--- src/rtl/uart_rx_ctrl.sv ---
// ---------------------------------------------------------------------------
// uart_rx_ctrl: UART receiver (7/8 data bits, optional parity, 1 stop bit)
// with sticky host flags. `RX_MAJORITY_EN selects 2-of-3 sampling. Rev 1.0
// ---------------------------------------------------------------------------
`default_nettype none

module uart_rx_ctrl #(
  parameter int DIV_W = 16
) (
  input  logic             clk,
  input  logic             rst,
  input  logic             rx,
  input  logic [DIV_W-1:0] div,
  input  logic             eight,
  input  logic             pen,
  input  logic             ohel,
  input  logic             rd_clr,
  output logic [7:0]       data,
  output logic             rxrdy,
  output logic             perr,
  output logic             ferr,
  output logic             ovf
);

  localparam logic [2:0] S_IDLE   = 3'd0;
  localparam logic [2:0] S_START  = 3'd1;
  localparam logic [2:0] S_DATA   = 3'd2;
  localparam logic [2:0] S_PARITY = 3'd3;
  localparam logic [2:0] S_STOP   = 3'd4;
  localparam logic [2:0] S_LOAD   = 3'd5;

  logic             sync1_q, rxs_q, rxs_prev_q;
  logic [2:0]       state_q, state_d;
  logic [DIV_W-1:0] cnt_q, cnt_d, div_q;
  logic [2:0]       bitcnt_q;
  logic [7:0]       shreg_q, data_q;
  logic             eight_q, pen_q, ohel_q, pbit_q, stop_q;
  logic             rxrdy_q, perr_q, ferr_q, ovf_q;
  logic             rxrdy_d, perr_d, ferr_d, ovf_d;
  logic             fall, div_ok, busy, strobe, bit_val, last_bit, frame_go;
  logic             start_ok, shift_en, par_en, stop_en, load_en;

  always_ff @(posedge clk or posedge rst) begin
    if (rst) begin
      sync1_q    <= 1'b1;
      rxs_q      <= 1'b1;
      rxs_prev_q <= 1'b1;
    end else begin
      sync1_q    <= rx;
      rxs_q      <= sync1_q;
      rxs_prev_q <= rxs_q;
    end
  end

  // sync1_q already holds what rxs_q will be one clock later, so the three
  // votes cover strobe-1/strobe/strobe+1 without shifting the frame timing.
`ifdef RX_MAJORITY_EN
  assign bit_val = (rxs_prev_q & rxs_q) | (rxs_prev_q & sync1_q) | (rxs_q & sync1_q);
`else
  assign bit_val = rxs_q;
`endif

  assign fall     = rxs_prev_q & ~rxs_q;
  assign div_ok   = (div >= DIV_W'(4));
  assign frame_go = (state_q == S_IDLE) && fall && div_ok;
  assign busy     = (state_q != S_IDLE) && (state_q != S_LOAD);
  assign strobe   = busy && (cnt_q == '0);
  assign last_bit = (bitcnt_q == {2'b11, eight_q});

  always_ff @(posedge clk or posedge rst) begin
    if (rst) state_q <= S_IDLE;
    else     state_q <= state_d;
  end

  always_comb begin
    state_d = state_q;
    case (state_q)
      S_IDLE:   if (frame_go) state_d = S_START;
      S_START:  if (strobe) state_d = bit_val ? S_IDLE : S_DATA;
      S_DATA:   if (strobe && last_bit) state_d = pen_q ? S_PARITY : S_STOP;
      S_PARITY: if (strobe) state_d = S_STOP;
      S_STOP:   if (strobe) state_d = S_LOAD;
      S_LOAD:   state_d = S_IDLE;
      default:  state_d = S_IDLE;
    endcase
  end

  always_comb begin
    start_ok = 1'b0;
    shift_en = 1'b0;
    par_en   = 1'b0;
    stop_en  = 1'b0;
    load_en  = (state_q == S_LOAD);
    cnt_d    = cnt_q;
    if (frame_go) begin
      cnt_d = (div >> 1) - DIV_W'(1);
    end else if (busy) begin
      cnt_d    = strobe ? (div_q - DIV_W'(1)) : (cnt_q - DIV_W'(1));
      start_ok = strobe && (state_q == S_START) && !bit_val;
      shift_en = strobe && (state_q == S_DATA);
      par_en   = strobe && (state_q == S_PARITY);
      stop_en  = strobe && (state_q == S_STOP);
    end
  end

  // Set-dominant flags: a load coinciding with rd_clr leaves the flag set.
  always_comb begin
    rxrdy_d = load_en | (rxrdy_q & ~rd_clr);
    ferr_d  = (load_en & ~stop_q) | (ferr_q & ~rd_clr);
    perr_d  = (load_en & pen_q & (pbit_q != ((^shreg_q) ^ ohel_q))) | (perr_q & ~rd_clr);
    ovf_d   = (load_en & rxrdy_q) | (ovf_q & ~rd_clr);
  end

  always_ff @(posedge clk or posedge rst) begin
    if (rst) begin
      cnt_q    <= '0;
      div_q    <= '0;
      bitcnt_q <= 3'd0;
      shreg_q  <= 8'h00;
      eight_q  <= 1'b0;
      pen_q    <= 1'b0;
      ohel_q   <= 1'b0;
      pbit_q   <= 1'b0;
      stop_q   <= 1'b1;
      data_q   <= 8'h00;
      rxrdy_q  <= 1'b0;
      perr_q   <= 1'b0;
      ferr_q   <= 1'b0;
      ovf_q    <= 1'b0;
    end else begin
      cnt_q <= cnt_d;
      if (frame_go) div_q <= div;
      if (start_ok) begin
        bitcnt_q <= 3'd0;
        shreg_q  <= 8'h00;
        eight_q  <= eight;
        pen_q    <= pen;
        ohel_q   <= ohel;
      end
      if (shift_en) begin
        shreg_q[bitcnt_q] <= bit_val;
        bitcnt_q          <= bitcnt_q + 3'd1;
      end
      if (par_en)  pbit_q <= bit_val;
      if (stop_en) stop_q <= bit_val;
      if (load_en) data_q <= shreg_q;
      rxrdy_q <= rxrdy_d;
      perr_q  <= perr_d;
      ferr_q  <= ferr_d;
      ovf_q   <= ovf_d;
    end
  end

  assign data  = data_q;
  assign rxrdy = rxrdy_q;
  assign perr  = perr_q;
  assign ferr  = ferr_q;
  assign ovf   = ovf_q;

endmodule

`default_nettype wire

--- config.mk ---
export PLATFORM = sky130hd
export DESIGN_NAME = uart_rx_ctrl
export DESIGN_NICKNAME = d
export VERILOG_FILES = /design/src/rtl/uart_rx_ctrl.sv
export SDC_FILE = /design/constraint.sdc
export NUM_CORES = 1
export LEC_CHECK = 0
export ABC_CLOCK_PERIOD_IN_PS = 4300
export CORE_ASPECT_RATIO = 0.6
export CORE_MARGIN = 5
export CORE_UTILIZATION = 50
export DETAILED_ROUTE_END_ITERATION = 8
export GPL_TIMING_DRIVEN = 0
export HOLD_SLACK_MARGIN = 0.02
export PLACE_DENSITY_LB_ADDON = 0.05
export SETUP_SLACK_MARGIN = 0.2
export SLEW_MARGIN = 20
export SYNTH_ARGS = -nofsm -noshare
export SYNTH_HDL_FRONTEND = slang
export SYNTH_SLANG_ARGS = --single-unit
--- constraint.sdc ---
create_clock -name clk -period 4.3 [get_ports clk]
set_input_delay 0.645 -clock clk [delete_from_list [all_inputs] [get_ports clk]]
set_output_delay 0.645 -clock clk [all_outputs]
set_load 0.02 [all_outputs]
==> impl_summary.txt <==
----------------------------------------------------
[CTS]
  Total CTS buffers ... 9
  CTS clock-pin slew for the worst setup and hold paths ... 0.05 ns
  Number of buffers added for setup after CTS ... 0
  Skew-Pair Late Insertion Delay ... 0.32 ns
  Post-CTS Hold Buffers ... 0
  Post-CTS resize count ... 0
  CTS Sinks ... 66
  CTS tree ... done
  CTS Root Cell ... clkbuf_16
  Htree depth ... 3
  Maximum root-to-sink buffer count ... 2

[Setup path]
  Setup Crit Path Kind ... primary input to flip-flop
  WP data required ... 4.48 ns
  Crit path capture type ... flip-flop
  Worst Path Arrival ... 3.91 ns
  Startpoint type of the worst setup path ... primary input
  Top fanout value on the critical path ... 8

[Flow run]
  Maximum capacitance violations ... 0

[STA]
  Final period util ... 0.8667
  Setup Skew ... 0.004531 ns
  Final slew viol count ... 0
  Maximum achievable frequency ... 268.3 MHz
  Relative slew slack ... 0.5006
  Measured slew at the worst slew-check pin ... 0.7463 ns
  Final Critical Period ... 3.727 ns
  Final TNS setup ... 0 ns
  Setup repair after global routing missed its margin ... no
  Final number of setup-violating endpoints ... 0
  Count of final hold-check violations ... 0

[Power and ir drop]
  Fraction of power spent switching nets ... 0.3740
  Gate power share ... 0.366
  Power dissipated by switching net loads ... 937.8 uW
  IR drop worst, VDD ... 0.4720 mV
  Internal power of the cells ... 1.569 mW
  Power Dens Cells ... 587.0 nW/um^2
  Leakage dissipation ... 1.850 nW
  Sequential power share ... 0.373
  Share of power burned in the clock network ... 0.260
  Overall power of the completed layout ... 2.507 mW

[Drt]
  Iteration-0 DRC count of the detailed router ... 306
  Final routed wire length divided by cell count ... 17.43 um
  Routed length on met2 ... 3228 um
  Wire length on met3 ... 862 um
  Count of vias placed by the detailed router ... 2812
  WL final ... 8734 um
  Antenna violation net count after detailed routing ... 0
  Highest routed layer ... met4
  M1 WL ... 4577 um
  Number of remaining DRC errors ... 0
  DRT Pass-1 Iters ... 5
  Via-per-instance ratio ... 5.613

[Floorplan]
  Area enclosed by the die boundary ... 8889 sq um
  Initial cell density of the core ... 0.5216
  Core area ... 6763 sq um
  Io pins ... 35
  Die extent in x ... 118.4 um
  Row Count ... 23
  Height of the die ... 75.06 um

[Logic synthesis]
  Library cells used by synthesis ... 51
  Commonest cells in the netlist ... nand2_1 (75), dfrtp_1 (62), nand3_1 (22)
  Area share of the largest cell type after synthesis ... 0.4399
  Synthesized Nets ... 388
  Proportion of synthesized flip-flops having asynchronous set or reset ... 1.000
  Synth warnings ... 0
  Sequential fraction of the synthesis area ... 0.4697
  Count leader, synth ... nand2_1
  FF+latch count, synth ... 66
  Area leader, netlist ... dfrtp_1
  Total standard cell area after synthesis ... 3527 sq um
  Synth area leaders ... dfrtp_1 (44%), nand2_1 (8.0%), mux2_2 (5.4%)
  Synth Flop Type ... dfrtp_1
  Synthesized area per cell ... 9.717 sq um
  Post-synth EDFFs ... 0
  Gate Count Post-Synth ... 363

[Global routing]
  Global route total overflow ... 0
  Number of antenna violations at the first check in global routing ... 0
  First-pass GRT wire length ... 14210 um
  All-Layer GR Usage ... 0.2080
  Via count of the first global-routing pass ... 2618
  Largest net degree at the start of global routing ... 58

[Cells and area]
  Fraction of layout instances using a drive strength above 1 ... 0.1594
  Post-layout net count ... 434
  Post-route cell area ... 4272 sq um
  Antenna diode count ... 0
  Filler Cells Inserted ... 566
  Utilization after layout ... 0.6316
  Synthesis-to-finish area growth ... 21.11%

[Placement]
  IO Port Bufs ... 34
  Half-perimeter wire length after detailed placement ... 6365 um
  Area after DPL ... 4006 sq um
  Placer's final routability congestion estimate ... 0.9300

[Min path]
  Type of the worst min-delay path ... flip-flop to flip-flop

[Run status]
  Run status ... complete, no violations

----------------------------------------------------
-- critical path, stage by stage --
cell and delay, ns:
clkdlybuf4s50_1 0.50, nor4_1 0.68, nand4_2 0.40, a21oi_1 0.23, o2bb2ai_1 0.19, ha_1 0.24
o211ai_1 0.18, nor4_4 0.42, nand3_1 0.16, xor2_1 0.18, o21ai_1 0.07
-- registers in the layout (all words and copies together), names as in the netlist, 3 cells and up --
register and flops:
bitcnt_q 3, cnt_q 16, data 8, div_q 16, shreg_q 8, state_q 3
-- metrics by stage --
stage	hold slack [ns]	setup WS [ns]	instances
after floorplan	0.3452	1.619	363
after global placement	0.3480	0.2945	484
after detailed placement	0.3475	0.3078	485
after CTS	0.3551	0.6245	501
after global routing	0.3630	0.2935	501
final	0.3553	0.5734	501
-- final cells by class --
cell class | count | area (sq um) | share of cell area
clock buffer | 13 | 250.2 | 0.05858
clock inverter | 3 | 15.01 | 0.003515
buffer | 23 | 121.4 | 0.02841
multi-input combinational | 265 | 1715 | 0.4016
inverter | 9 | 36.28 | 0.008494
tap | 87 | 108.9 | 0.02548
timing repair buffer | 35 | 367.9 | 0.08612
sequential | 66 | 1657 | 0.3878
-- power by group through the flow --
| stage | combinational (mW) | clock, mW | sequential [mW] |
|---|---|---|---|
| floorplan | 0.693 | 0 | 0.906 |
| global placement | 0.886 | 0 | 0.937 |
| detailed placement | 0.906 | 0 | 0.941 |
| CTS | 0.913 | 0.669 | 0.932 |
| global route | 1.02 | 0.698 | 0.958 |
| finish | 0.919 | 0.653 | 0.936 |
-- layer usage --
| layer | GRT usage | vias up |
|---|---|---|
| met5 | 0 | - |
| met4 | 0.04906 | 0 |
| met3 | 0.07432 | 7 |
| met2 | 0.2511 | 99 |
| met1 | 0.3389 | 1333 |
| li1 | - | 1373 |
-- final timing paths --
check                      startpoint         end  slack, ns  cells past startpoint
max in group asynchronous         rst  rxs_prev_q       3.15                      3
hold / removal                sync1_q     bit_val       0.36                      0
setup reg to reg            cnt_q[11]   cnt_q[11]       1.28                     10
setup / recovery              div[15]   cnt_q[14]       0.57                     11
min in group asynchronous         rst  shreg_q[2]       0.57                      2
hold reg to reg               sync1_q     bit_val       0.36                      0
-- cells by family (layout without fill, tap and decap cells) --
kind of cell,after synthesis,count (layout),synth area share
DFF,66,66,0.4697
and+or+nand+nor,157,157,0.2267
muxes,21,21,0.06669
buffers and inverters,32,83,0.04398
xor gates and xnor gates,24,24,0.05960
adders and majority gates,2,2,0.007094
AOI/OAI and AO/OA,61,61,0.1263
-- placed cells by master (no fill, tap or decap), types with 4 or more instances in the layout --
master | netlist | routed
nor3_1 | 6 | 6
clkbuf_1 | 6 | 9
a2bb2oi_1 | 8 | 8
inv_1 | 9 | 8
o21ai_1 | 14 | 14
nor2b_1 | 8 | 8
clkdlybuf4s50_1 | 0 | 34
nand4_1 | 4 | 4
nor2_1 | 11 | 11
nand3b_1 | 4 | 4
o21ai_0 | 4 | 4
dfstp_2 | 4 | 4
dfrtp_1 | 62 | 62
mux2_2 | 17 | 17
clkbuf_16 | 0 | 9
buf_2 | 10 | 10
xor2_1 | 10 | 10
nor4_1 | 10 | 10
nand3_1 | 22 | 22
nand2_1 | 75 | 75
a2bb2oi_2 | 4 | 4
a21oi_2 | 4 | 4
a21oi_1 | 9 | 9
xnor2_1 | 14 | 14
No activity file was read; power rests on OpenSTA's default activity.
